--- src/rtl/ov7670_sccb_config.sv ---
`default_nettype none
// ============================================================================
//  Module      : ov7670_sccb_config
//  Description : Write-only SCCB master that walks an external synchronous
//                register table of {reg_addr, value} words and programs the
//                OV7670 after power-up. Handles delay (16'hFFF0) and end
//                (16'hFFFF) markers and raises a sticky done when finished.
//  Revision    : 1.0 - initial release
// ============================================================================
module ov7670_sccb_config #(
    parameter int          CLK_HZ         = 25_000_000,
    parameter int          SCCB_HZ        = 100_000,
    parameter logic [7:0]  DEV_ADDR       = 8'h42,
    parameter int          POWERUP_CYCLES = 25_000_000,
    parameter int          DELAY_CYCLES   = 250_000
) (
    input  logic        clk,
    input  logic        reset_n,
    input  logic        start,
    output logic [7:0]  rom_addr,
    input  logic [15:0] rom_data,
    output logic        sioc,
    output logic        siod_drive_low,
    output logic        busy,
    output logic        done,
    output logic [7:0]  write_count
);

    // One SIOC period is split into four quarters; each quarter lasts this
    // many clk cycles.
    localparam int          c_QUARTER  = CLK_HZ / (4 * SCCB_HZ);
    localparam logic [15:0] c_Q_LAST   = 16'(c_QUARTER - 1);
    localparam logic [31:0] c_PWR_LAST = 32'(POWERUP_CYCLES - 1);
    localparam logic [31:0] c_DLY_LAST = 32'(DELAY_CYCLES - 1);
    localparam logic [4:0]  c_TOP_BIT  = 5'd26;

    localparam logic [3:0] S_IDLE     = 4'd0;
    localparam logic [3:0] S_PWR_WAIT = 4'd1;
    localparam logic [3:0] S_FETCH    = 4'd2;
    localparam logic [3:0] S_START    = 4'd3;
    localparam logic [3:0] S_BITS     = 4'd4;
    localparam logic [3:0] S_STOP     = 4'd5;
    localparam logic [3:0] S_GAP      = 4'd6;
    localparam logic [3:0] S_DELAY    = 4'd7;

    logic [3:0]  r_state;
    logic [31:0] r_cnt;          // power-up / delay cycle counter
    logic [15:0] r_qcnt;         // clk cycles within the current quarter
    logic [1:0]  r_q;            // quarter index within a bus phase
    logic [4:0]  r_bit;          // bits remaining in the frame (26..0)
    logic        r_fetch_phase;  // 0 = address cycle, 1 = data capture
    logic [26:0] r_frame;        // {dev,X, reg,X, val,X}, X bits held at 1
    logic        r_sioc;
    logic        r_sdl;
    logic        r_busy;
    logic        r_done;
    logic [7:0]  r_rom_addr;
    logic [7:0]  r_write_count;

    logic w_bus;
    logic w_q_end;

    assign w_bus   = (r_state == S_START) || (r_state == S_BITS) ||
                     (r_state == S_STOP)  || (r_state == S_GAP);
    assign w_q_end = w_bus && (r_qcnt == c_Q_LAST);

    assign sioc           = r_sioc;
    assign siod_drive_low = r_sdl;
    assign busy           = r_busy;
    assign done           = r_done;
    assign rom_addr       = r_rom_addr;
    assign write_count    = r_write_count;

    // Configuration sequencer: table walk, SCCB bit engine and registered bus outputs.
    always_ff @(posedge clk or negedge reset_n) begin
        if (!reset_n) begin
            r_state       <= S_IDLE;
            r_cnt         <= '0;
            r_qcnt        <= '0;
            r_q           <= '0;
            r_bit         <= '0;
            r_fetch_phase <= 1'b0;
            r_frame       <= '0;
            r_sioc        <= 1'b1;
            r_sdl         <= 1'b0;
            r_busy        <= 1'b0;
            r_done        <= 1'b0;
            r_rom_addr    <= '0;
            r_write_count <= '0;
        end else begin
            // Quarter timer only runs while the bus is owned.
            if (w_bus && !w_q_end) begin
                r_qcnt <= r_qcnt + 16'd1;
            end else begin
                r_qcnt <= '0;
            end

            case (r_state)
                S_IDLE: begin
                    if (start) begin
                        r_done        <= 1'b0;
                        r_write_count <= '0;
                        r_rom_addr    <= '0;
                        r_busy        <= 1'b1;
                        r_cnt         <= '0;
                        r_state       <= S_PWR_WAIT;
                    end
                end

                S_PWR_WAIT: begin
                    if (r_cnt == c_PWR_LAST) begin
                        r_cnt         <= '0;
                        r_fetch_phase <= 1'b0;
                        r_state       <= S_FETCH;
                    end else begin
                        r_cnt <= r_cnt + 32'd1;
                    end
                end

                // First cycle lets the table register the address; second
                // cycle captures its word.
                S_FETCH: begin
                    if (!r_fetch_phase) begin
                        r_fetch_phase <= 1'b1;
                    end else begin
                        r_fetch_phase <= 1'b0;
                        if (rom_data == 16'hFFFF) begin
                            r_busy  <= 1'b0;
                            r_done  <= 1'b1;
                            r_state <= S_IDLE;
                        end else if (rom_data == 16'hFFF0) begin
                            r_cnt   <= '0;
                            r_state <= S_DELAY;
                        end else begin
                            r_frame <= {DEV_ADDR, 1'b1, rom_data[15:8], 1'b1,
                                        rom_data[7:0], 1'b1};
                            r_q     <= '0;
                            r_sioc  <= 1'b1;
                            r_sdl   <= 1'b1;   // start condition: SIOD falls with SIOC high
                            r_state <= S_START;
                        end
                    end
                end

                S_START: begin
                    if (w_q_end) begin
                        if (r_q == 2'd0) begin
                            r_q    <= 2'd1;
                            r_sioc <= 1'b0;
                        end else begin
                            r_q     <= 2'd0;
                            r_bit   <= c_TOP_BIT;
                            r_sioc  <= 1'b0;
                            r_sdl   <= ~r_frame[26];
                            r_state <= S_BITS;
                        end
                    end
                end

                // q0/q1 SIOC low, q2/q3 SIOC high; SIOD only moves on q0 entry.
                S_BITS: begin
                    if (w_q_end) begin
                        r_q <= r_q + 2'd1;
                        case (r_q)
                            2'd1: r_sioc <= 1'b1;
                            2'd3: begin
                                r_sioc <= 1'b0;
                                if (r_bit == 5'd0) begin
                                    r_sdl   <= 1'b1;   // hold SIOD low for stop
                                    r_state <= S_STOP;
                                end else begin
                                    r_bit   <= r_bit - 5'd1;
                                    r_frame <= {r_frame[25:0], 1'b1};
                                    r_sdl   <= ~r_frame[25];
                                end
                            end
                            default: ;
                        endcase
                    end
                end

                S_STOP: begin
                    if (w_q_end) begin
                        if (r_q == 2'd0) begin
                            r_q    <= 2'd1;
                            r_sioc <= 1'b1;
                        end else if (r_q == 2'd1) begin
                            r_q   <= 2'd2;
                            r_sdl <= 1'b0;     // stop condition: SIOD rises with SIOC high
                        end else begin
                            r_q     <= 2'd0;
                            r_state <= S_GAP;
                        end
                    end
                end

                S_GAP: begin
                    if (w_q_end) begin
                        r_q <= r_q + 2'd1;
                        if (r_q == 2'd3) begin
                            if (r_write_count != 8'hFF) begin
                                r_write_count <= r_write_count + 8'd1;
                            end
                            if (r_rom_addr == 8'hFF) begin
                                r_busy  <= 1'b0;
                                r_done  <= 1'b1;
                                r_state <= S_IDLE;
                            end else begin
                                r_rom_addr    <= r_rom_addr + 8'd1;
                                r_fetch_phase <= 1'b0;
                                r_state       <= S_FETCH;
                            end
                        end
                    end
                end

                S_DELAY: begin
                    if (r_cnt == c_DLY_LAST) begin
                        r_cnt <= '0;
                        if (r_rom_addr == 8'hFF) begin
                            r_busy  <= 1'b0;
                            r_done  <= 1'b1;
                            r_state <= S_IDLE;
                        end else begin
                            r_rom_addr    <= r_rom_addr + 8'd1;
                            r_fetch_phase <= 1'b0;
                            r_state       <= S_FETCH;
                        end
                    end else begin
                        r_cnt <= r_cnt + 32'd1;
                    end
                end

                default: begin
                    r_sioc  <= 1'b1;
                    r_sdl   <= 1'b0;
                    r_busy  <= 1'b0;
                    r_state <= S_IDLE;
                end
            endcase
        end
    end

endmodule
`default_nettype wire

--- config.mk ---
export PLATFORM = sky130hd
export DESIGN_NAME = ov7670_sccb_config
export DESIGN_NICKNAME = d
export VERILOG_FILES = /design/src/rtl/ov7670_sccb_config.sv
export SDC_FILE = /design/constraint.sdc
export NUM_CORES = 1
export LEC_CHECK = 0
export ABC_AREA = 1
export BUFFER_PORTS_ARGS = -buffer_cell sky130_fd_sc_hd__buf_4
export CAP_MARGIN = 40
export CELL_PAD_IN_SITES_DETAIL_PLACEMENT = 1
export CELL_PAD_IN_SITES_GLOBAL_PLACEMENT = 1
export CORE_MARGIN = 8
export CORE_UTILIZATION = 29
export DETAILED_ROUTE_END_ITERATION = 7
export PLACE_DENSITY = 0.59
export SETUP_SLACK_MARGIN = 0.3
export SYNTH_ARGS = -nofsm -noshare
export SYNTH_HDL_FRONTEND = slang
export SYNTH_SLANG_ARGS = --single-unit
--- constraint.sdc ---
create_clock -name clk -period 2.55 [get_ports clk]
set_input_delay 0.51 -clock clk [delete_from_list [all_inputs] [get_ports clk]]
set_output_delay 0.51 -clock clk [all_outputs]
set_load 0.005 [all_outputs]
==> summary.md, run 1 <==
| Metric | Value |
|---|---|
| Cells after Synth | `between 900 and 1000` |
| Die X | `between 150 and 200 µm` |
| Cts bufs inserted | `9` |
| Drt via density | `~4.7` |
| Slew @ Worst Pin | `0.518 ns` |
| Post-synthesis register bit count | `106` |
| Latest clock arrival within the worst-skew pair | `around 0.36 ns` |
| Post-synth ARST share | `100%` |
| Largest net degree at the start of global routing | `52` |
| CTS tree | `yes` |
| Final setup fails | `0` |
| Reg area | `about 0.0027 mm²` |
| Leakage Power | `3.63 nW` |
| Syn_nets | `~1000` |
| Hold crit path type | `input pin to async pin` |
| FMAX | `487 MHz` |
| Hpwl dp | `about 15 mm` |
| Grt ovf | `0` |
| Clk pin slew, worst setup/hold paths | `0.08 ns` |
| Relative slew slack | `~65%` |
| Fin Hold WS | `~0.11 ns` |
| Dpl cell area | `about 0.0075 mm²` |
| Primary FF master, synth | `dfrtp_1` |
| Htree depth | `3` |
| Worst Setup Start Kind | `flip-flop` |
| Fin Clk Skew | `~0.015 ns` |
| Minimum clock period | `between 2 and 2.5 ns` |
| Initial antenna violation count | `0` |
| Most frequent cells in the layout | `nand2_1, nor2_1, dfrtp_1` |
| Area of the multi-input gates | `~0.0036 mm²` |
| Run status | `completed` |
| Setup TNS | `0 ns` |
| Worst EP required | `about 2.8 ns` |
| Setup CP Type | `flip-flop to flip-flop` |
| Critical Path Fanout Max | `26` |
| Clock root buffer | `clkbuf_16` |
| Synth warn | `0` |
| Final antenna-violating net count | `0` |
| Area Overhead vs Synth | `13.6%` |
| RSZ-0062 raised after global routing | `true` |
| Critical path endpoint category | `flip-flop` |
| Max-slew violations | `0` |
| Num rows | `56` |
| Die height | `roughly 170 µm` |
| Drt wl/cell | `14.7 µm` |
| Max_cap viols | `0` |
| Post-synthesis average cell area | `roughly 7 µm²` |
| Placer Congestion | `0.809` |
| Worst-case clock buffer depth | `2` |
| Max VDD drop | `around 0.00042 V` |
| # DRC | `0` |
| P per Cell Area | `801 mW/mm²` |
| Register area share after synthesis | `38.6%` |
| N_diodes | `0` |
| CTS sink count | `between 100 and 150` |
| # placed instances | `about 1300` |
| DR pass1 iterations | `4` |
| Distinct cells, synth | `46` |
| I/O pin count | `39` |
| Total Routing Usage GR | `13.9%` |
| Cell area after layout | `0.00781 mm²` |
| Final Hold Viols | `0` |
| Die area | `approximately 0.029 mm²` |
| Global-route wire length before repair | `around 33 mm` |
| DRT Wirelength | `about 20 mm` |
| Core ar. | `between 0.02 and 0.025 mm²` |
| Fin crit share | `between 80% and 90%` |
| Cts hold-fix bufs | `0` |
| Fillers | `~3000` |
| Share of cells above drive strength 1 | `between 10% and 20%` |
| Vias in the first global route | `approximately 6500` |
| CP arrival | `approximately 2.3 ns` |
| Final Net Count | `about 1100` |
| Initial core utilization | `between 20 and 30%` |
| DRC violation total after the first TritonRoute iteration | `275` |
| Port Buf Inserts | `38` |
| Vias | `6287` |
| Synthesized cell area | `a little under 0.007 mm²` |
| Final std cells w/o fill | `1346` |
| Most common cell after layout, fill and taps aside | `nand2_1` |
| Post-synth EDFFs | `0` |
what timing repair did:
action / 4_1_cts / 5_1_grt
setup buffers: 0 / 2
setup endpoints to repair: 0 / 34
gates resized for setup: 0 / 3
cells by family (layout without fill, tap and decap cells):
kind of cell	count (synthesis)	after routing	synth area share, %
XOR/XNOR	27	27	3.44
adder cells (fa/ha/maj)	11	11	2.00
buffers and inverters	135	175	8.67
AO/OA/AOI/OAI	113	113	9.18
flip-flops	106	106	38.6
AND/OR/NAND/NOR	593	595	38.1
routing by layer:
metal	global-route usage (%)	wire, µm
met5	0	0
met4	3.59	179
met3	2.06	438
met2	22.4	8910
met1	19.3	10200
area by class of cell:
type | instances | share of cell area, %
clock buffers | 11 | 3.11
clock inverters | 5 | 0.609
repair buffers | 48 | 5.09
flip-flops and latches | 106 | 34.0
multi-input cells | 746 | 46.7
inverters | 111 | 5.37
well taps | 319 | 5.11
critical path, stage by stage (launching register included):
cell and delay, ns:
dfrtp_1 0.63, inv_2 0.13, nand2_4 0.10, nor2_4 0.08
nand2_4 0.13, nand2_1 0.07, nor2_2 0.12, nand3_4 0.16
nor2_8 0.36, nand2_1 0.10, o21ai_1 0.10
per-stage QoR:
step / util (%) / setup slack, ns / total power, mW
floorplan: - / 0.854 / 4.16
global placement: 31.9 / 0.419 / 4.79
detailed placement: 31.9 / 0.320 / 4.83
CTS: 33.1 / 0.307 / 6.29
global route: 33.4 / 0.282 / 6.77
finish: 33.4 / 0.498 / 6.25
where the power goes:
group / internal, mW / switching (mW) / leakage, nW
combinational: 0.783 / 1.78 / 2.07
clock: 0.708 / 0.717 / 0.143
sequential: 2.02 / 0.248 / 1.41
total: 3.51 / 2.74 / 3.63
final timing paths:
check / slack, ns / end / start / cells after the start
worst max-delay path: 0.50 / r_frame[23] / r_state[1] / 10
min in group clk: 0.47 / sioc / sioc / 2
max in group asynchronous: 1.80 / sioc / reset_n / 2
worst min-delay path: 0.11 / r_qcnt[9] / reset_n / 1
worst max register to register: 0.50 / r_frame[23] / r_state[1] / 10
worst min register to register: 0.47 / sioc / sioc / 2
state kept, by name, indices dropped and copies added, names as in the netlist:
name	flops
done	1
busy	1
siod_drive_low	1
write_count	8
sioc	1
r_q	2
r_qcnt	16
r_state	3
r_frame	27
r_fetch_phase	1
r_cnt	32
r_bit	5
rom_addr	8
cells in the mapped netlist, types with 5 or more instances:
cell	instances	area share, %
nand2_2	9	0.82
nand2_1	310	17
nor3_1	11	0.80
a21oi_1	12	0.87
dfrtp_1	105	38
o21ai_0	42	3.1
inv_2	8	0.44
nor2_4	5	0.82
buf_2	6	0.44
nand3_1	90	6.6
inv_1	102	5.6
nand4_1	13	1.2
xnor2_1	7	0.89
ha_1	11	2.0
buf_6	8	1.3
nor2_2	5	0.46
clkbuf_1	5	0.27
nand2_4	5	0.82
o21ai_1	40	2.9
nor2_1	123	6.7
buf_4	5	0.55
xor2_1	20	2.5
Note: power is estimated with default switching activity, not from simulation.
==> run 2: changes to the inputs <==
clock period = 1.9 ns   (was 2.55 ns; I/O delays follow)
==> run 2 against run 1 <==
Effect of this change: critical path depth is 1 higher; die area did not move; clock skew up 0.0023 ns; global-route usage rose by 1.2 points; hold slack better by 0.23 ns; critical path type unchanged; highest routed layer unchanged.
==> summary.md, run 2 (synthesis gave the netlist of run 1 again) <==
| Metric | Value |
|---|---|
| Largest net degree at the start of global routing | `37 (-29%)` |
| Relative slew slack | `72.5% (+7.0 points)` |
| Overall Power | `10.7 mW (+71%)` |
| Die X | `170 µm (unchanged)` |
| DR pass1 iterations | `4 (unchanged)` |
| Run status | `completed` |
| Htree depth | `3 (unchanged)` |
| Total Routing Usage GR | `15.1% (+1.2 points)` |
| Final Net Count | `1157 (+10%)` |
| Hold endpoint | `r_frame[7]` |
| Area Overhead vs Synth | `35.8%` |
| DRC violation total after the first TritonRoute iteration | `247 (-10%)` |
| Slew @ Worst Pin | `0.409 ns (-0.109 ns)` |
| RSZ-0062 raised after global routing | `true` |
| Reg2reg path depth | `11 (+1)` |
| Core ar. | `0.0234 mm² (unchanged)` |
| FMAX | `561 MHz (+15%)` |
| P per Cell Area | `1140 mW/mm² (+43%)` |
| Latest clock arrival within the worst-skew pair | `0.37 ns (about the same)` |
| Max-slew violations | `0 (unchanged)` |
| I/O pin count | `39 (unchanged)` |
| Minimum clock period | `1.78 ns (-0.271 ns)` |
| Fin Clk Skew | `0.0169 ns (+0.00231 ns)` |
| Max FFs per register | `32 (unchanged)` |
| Placer Congestion | `0.828 (+2.3%)` |
| Reg area | `0.00267 mm² (+0.42%)` |
| Clk pin slew, worst setup/hold paths | `0.08 ns (about the same)` |
| Vias | `6804 (+8.2%)` |
| Top flop regs | `r_cnt x32, r_frame x27, r_qcnt x16` |
| Final Hold Viols | `0 (unchanged)` |
| CTS tree | `yes` |
| Worst R2R Setup Slack | `0.12 ns (-0.38 ns)` |
| Critical path endpoint category | `flip-flop` |
| Cts bufs inserted | `9 (unchanged)` |
| Leakage Power | `4.34 nW (+20%)` |
| Setup CP Type | `flip-flop to flip-flop` |
| Worst EP required | `2.20 ns (-0.64 ns)` |
| Drt wl/cell | `15.3 µm (+3.9%)` |
| Crit Reg-Reg Startpoint | `r_qcnt[1]` |
| CP arrival | `2.08 ns (-0.26 ns)` |
| Initial antenna violation count | `0 (unchanged)` |
| Die area | `0.0289 mm² (unchanged)` |
| Final setup fails | `0 (unchanged)` |
| Fin crit share | `93.8% (+13 points)` |
| Worst reg2reg endpoint | `r_frame[12]` |
| Most frequent cells in the layout | `nand2_1, buf_4, nor2_1` |
| WHS Path Cells | `5` |
| Num rows | `56 (unchanged)` |
| Max_cap viols | `0 (unchanged)` |
| Drt via density | `4.69 (+0.39%)` |
| Initial core utilization | `29.4% (unchanged)` |
| Share of cells above drive strength 1 | `29.1% (+18 points)` |
| # DRC | `0 (unchanged)` |
| Hpwl dp | `15.0 mm (+3.5%)` |
| Die height | `170 µm (unchanged)` |
| Worst Setup Start Kind | `flip-flop` |
| Worst-case clock buffer depth | `2 (unchanged)` |
| Fillers | `2936 (-1.8%)` |
| N_diodes | `0 (unchanged)` |
| Max VDD drop | `0.000588 V (+40%)` |
| DRT Wirelength | `22.1 mm (+12%)` |
| Setup TNS | `0 ns (unchanged)` |
| Hold crit path type | `input pin to flip-flop` |
| Vias in the first global route | `7051 (+9.1%)` |
| Grt ovf | `0 (unchanged)` |
| Most common cell after layout, fill and taps aside | `nand2_1` |
| Port Buf Inserts | `38 (unchanged)` |
| Hold path start | `rom_data[6]` |
| Global-route wire length before repair | `35.5 mm (+7.5%)` |
| Area of the multi-input gates | `0.00411 mm² (+13%)` |
| Final antenna-violating net count | `0 (unchanged)` |
| Top reg by flops | `r_cnt` |
| CTS sink count | `106 (unchanged)` |
| Critical Path Fanout Max | `8 (-69%)` |
| Clock root buffer | `clkbuf_16` |
## run 2: cell count changes in the layout (fill, tap and decap cells not counted), moves of 9 or more
cell | previous run | this run
o21ai_0 | 42 | 29
nor2_4 | 7 | 20
o21ai_2 | 1 | 13
nor2_2 | 5 | 16
nand3_1 | 90 | 81
buf_6 | 0 | 10
buf_4 | 45 | 126
nor2_1 | 123 | 97
inv_1 | 102 | 93
dfrtp_1 | 104 | 95
nand2_4 | 5 | 16
nand2_1 | 310 | 279
nand2_2 | 9 | 29
dfrtp_2 | 1 | 10
## run 2: timing repair
item,CTS,global route
resized for setup,57,121
hold buffers,1,0
buffers inserted,32,21
setup endpoints to repair,94,105
endpoints found under the hold margin,13,0
gates cloned,4,5
pin swaps,13,44
## run 2: metrics by stage
step                      instances  cell area (µm²)  setup WS (ns)  hold WS, ns  utilization [%]
final                          1451             9330          0.119        0.345             39.9
after global routing           1451             9330         0.0233        0.368             39.9
after CTS                      1425             8710          0.169        0.334             37.2
after detailed placement       1372             7850         0.0361        0.286             33.5
after global placement         1372             7850         0.0628        0.294             33.5
after floorplan                 985             6880          0.214       0.0844                -
## run 2: how the worst max path moves through the flow
stage | start | end | cells past startpoint
6_report | r_qcnt[1] | r_frame[12] | 11
3_3_place_gp | rom_data[5] | done | 10
4_1_cts | r_cnt[2] | r_cnt[31] | 9
2_1_floorplan | r_cnt[0] | rom_addr[5] | 10
5_1_grt | r_state[1] | r_frame[11] | 11
3_5_place_dp | rom_data[5] | done | 10
## run 2: layer usage
metal / GRT usage (%) / part of all wire (%)
met3: 2.34 / 2.6
met1: 20.0 / 47
met2: 25.4 / 49
met5: 0 / 0
met4: 3.51 / 1.2
## run 2: report_power, final
group          internal, mW  switching [mW]  total [mW]
Sequential             2.71           0.231        2.95
Clock                 0.957            1.08        2.04
Combinational          2.36            3.34        5.70
Total                  6.03            4.66        10.7
## run 2: final cells by class
| cell class | count | share of cell area [%] |
|---|---|---|
| clock buffer | 9 | 2.41 |
| timing repair buffer | 153 | 15.1 |
| sequential | 106 | 28.6 |
| clock inverter | 7 | 0.925 |
| multi-input combinational | 746 | 44.0 |
| tap | 319 | 4.28 |
| inverter | 111 | 4.64 |
## run 2: worst max-delay path, stage by stage (launching register included)
cell	delay, ns
dfrtp_1	0.38
inv_1	0.06
ha_2	0.16
nand3_2	0.07
nor2_4	0.15
nand2_4	0.10
o21ai_2	0.17
inv_2	0.08
nor2_8	0.21
clkbuf_16	0.21
nand2_1	0.05
o21ai_1	0.07
==> run 3: changes to the inputs <==
CORE_ASPECT_RATIO = 0.75   (was not set)
RECOVER_POWER = 50   (was not set)
==> run 3 against run 2 <==
Effect of this change: setup slack worse by 0.052 ns; via count rose by 1.7%; fmax decreased by 2.8%; die area rose by 0.18%; sequential share of layout area is 1.8 points lower; first-iteration DRC count is 30% higher.
==> summary.md, run 3 (synthesis gave the netlist of run 1 again) <==
| Metric | Value |
|---|---|
| Top reg by flops | `r_cnt` |
| Crit Reg-Reg Startpoint | `r_qcnt[6]` |
| CP bufs+invs | `3 (unchanged)` |
| Drt via density | `4.79 (+2.1%)` |
| CTS sink count | `106 (unchanged)` |
| Worst path slowest cell | `dfrtp_1` |
| Dpl cell area | `0.00782 mm² (-0.40%)` |
| Final std cells w/o fill | `1446 (-0.34%)` |
| Critical path endpoint category | `flip-flop` |
| CP Launch Point | `r_qcnt[6]` |
| # placed instances | `1352 (-1.5%)` |
| Max FFs per register | `32 (unchanged)` |
| Num rows | `48 (-14%)` |
| CP arrival | `2.13 ns (+0.05 ns)` |
| Initial core utilization | `29.7% (+0.36 points)` |
| WP depth | `11 (unchanged)` |
| Drt wl/cell | `16.5 µm (+7.9%)` |
| Vias in the first global route | `6958 (-1.3%)` |
| Worst-case clock buffer depth | `2 (unchanged)` |
| Cts bufs inserted | `9 (unchanged)` |
| # DRC | `0 (unchanged)` |
| Critical Path End | `r_frame[13]` |
| Final Net Count | `1171 (+1.2%)` |
| Most frequent cells in the layout | `nand2_1, buf_4, inv_1` |
| Top flop regs | `r_cnt x32, r_frame x27, r_qcnt x16` |
| Clk pin slew, worst setup/hold paths | `0.08 ns (about the same)` |
| Core ar. | `0.0231 mm² (-1.2%)` |
| Share of cells above drive strength 1 | `36.6% (+7.6 points)` |
| Fillers | `2763 (-5.9%)` |
| N_diodes | `0 (unchanged)` |
| Port Buf Inserts | `38 (unchanged)` |
| Placer Congestion | `0.803 (-2.9%)` |
| Cts hold-fix bufs | `0 (-1)` |
| Htree depth | `3 (unchanged)` |
| CTS tree | `yes` |
| Fin crit share | `96.5% (+2.7 points)` |
| P per Cell Area | `1190 mW/mm² (+3.9%)` |
| Worst R2R Setup Slack | `0.07 ns (-0.05 ns)` |
| Final Hold Viols | `0 (unchanged)` |
| Max_cap viols | `0 (unchanged)` |
| DR pass1 iterations | `4 (unchanged)` |
| Max-slew violations | `0 (unchanged)` |
| Die X | `194 µm (+14%)` |
| Max VDD drop | `0.000612 V (+4.2%)` |
| Sequential Power Share | `25.3% (-2.3 points)` |
| Grt ovf | `0 (unchanged)` |
| Clk network pwr share | `17.3% (-1.8 points)` |
| Critical Path, Cell by Cell | `nor2_1 > nand2_1 > nor2_4 > nand2_4 > o21ai_2 > inv_2 > nor2_8 > buf_12 > clkbuf_16 > nand2_2 > o21ai_1` |
| Run status | `completed` |
| Worst Setup Start Kind | `flip-flop` |
| I/O pin count | `39 (unchanged)` |
| DRC violation total after the first TritonRoute iteration | `320 (+30%)` |
| P_int | `6.75 mW (+12%)` |
| Fin Clk Skew | `0.0120 ns (-0.00484 ns)` |
| Worst path max stage delay | `0.39 ns (about the same)` |
| Vias | `6920 (+1.7%)` |
| Final setup fails | `0 (unchanged)` |
| Slew @ Worst Pin | `1.22 ns (+0.808 ns)` |
| Worst reg2reg endpoint | `r_frame[13]` |
| Switch share | `43.2% (-0.42 points)` |
| Largest net degree at the start of global routing | `62 (+68%)` |
| Reg area | `0.00267 mm² (+0.28%)` |
| Cell area after layout | `0.00999 mm² (+7.1%)` |
| Setup CP Type | `flip-flop to flip-flop` |
| Gate power share | `57.4% (+4.0 points)` |
| Global-route wire length before repair | `36.8 mm (+3.5%)` |
| Area Overhead vs Synth | `45.4%` |
| Final antenna-violating net count | `0 (unchanged)` |
| Die area | `0.0289 mm² (+0.18%)` |
| Post-layout util | `43.2% (+3.3 points)` |
| Net Switching | `5.13 mW (+10%)` |
| Initial antenna violation count | `0 (unchanged)` |
| Total Routing Usage GR | `15.5% (+0.40 points)` |
| DRT Wirelength | `23.8 mm (+7.5%)` |
| FMAX | `545 MHz (-2.8%)` |
| Leakage Power | `4.82 nW (+11%)` |
| Hold crit path type | `input pin to async pin` |
| Latest clock arrival within the worst-skew pair | `0.37 ns (about the same)` |
| Hpwl dp | `15.5 mm (+3.2%)` |
| Die height | `149 µm (-12%)` |
| Worst EP required | `2.19 ns (about the same)` |
| Minimum clock period | `1.83 ns (+0.0522 ns)` |
| Area of the multi-input gates | `0.00455 mm² (+11%)` |
| Reg2reg path depth | `11 (unchanged)` |
| Most common cell after layout, fill and taps aside | `nand2_1` |
| Relative slew slack | `18.9% (-54 points)` |
| Clock root buffer | `clkbuf_16` |
| Top Family by Delay on Critical Path | `simple AND/OR/NAND/NOR gates` |
| RSZ-0062 raised after global routing | `true` |
| Critical Path Fanout Max | `5 (-3)` |
==> run 3: area by class of cell <==
type / count / area share [%]
Clock buffer: 11 / 2.43
Clock inverter: 5 / 0.676
Inverter: 111 / 4.37
Multi-Input combinational cell: 744 / 45.5
Sequential cell: 106 / 26.8
Tap cell: 300 / 3.76
Timing Repair Buffer: 169 / 16.5
==> run 3: per-layer routing <==
layer	global-route usage, %	vias to the layer above	wire length, µm	part of all wire, %
met4	3.19	0	289	1.2
met3	2.93	23	698	2.9
li1	-	3473	-	-
met2	22.9	73	10300	43
met1	22.9	3351	12500	53
met5	0	-	0	0
==> run 3: worst min-delay path by stage <==
stage | from | cells past startpoint | endpoint | slack, ns
finish | reset_n | 2 | r_frame[15] | 0.09
global route | reset_n | 2 | r_frame[15] | 0.11
CTS | reset_n | 2 | r_state[1] | 0.0003
detailed placement | reset_n | 2 | r_bit[0] | 0.40
global placement | reset_n | 2 | r_bit[0] | 0.40
floorplan | reset_n | 0 | busy | 0.08
==> run 3: power by group through the flow <==
stage | sequential (mW) | clock (mW) | combinational, mW
detailed placement | 3.04 | 0 | 3.83
floorplan | 2.94 | 0 | 2.65
global placement | 3.03 | 0 | 3.79
finish | 3.00 | 2.05 | 6.82
global route | 3.05 | 2.20 | 7.35
CTS | 2.99 | 2.14 | 4.67
==> run 3: metrics by stage <==
| step | setup TNS (ns) | setup slack, ns | hold WS (ns) | power (mW) |
|---|---|---|---|---|
| CTS | 0 | 0.155 | 0.000274 | 9.80 |
| global route | -0.0480 | -0.0273 | 0.108 | 12.6 |
| floorplan | 0 | 0.214 | 0.0844 | 5.59 |
| global placement | 0 | 0.0516 | 0.400 | 6.82 |
| detailed placement | 0 | 0.0175 | 0.404 | 6.86 |
| finish | 0 | 0.0663 | 0.0859 | 11.9 |
==> run 3: repair_timing <==
item	CTS	global route
buffers inserted	38	27
cloned	3	10
gates resized for setup	72	236
pin swaps	15	45
endpoints found under the hold margin	0	0
endpoints found under the setup margin	105	101
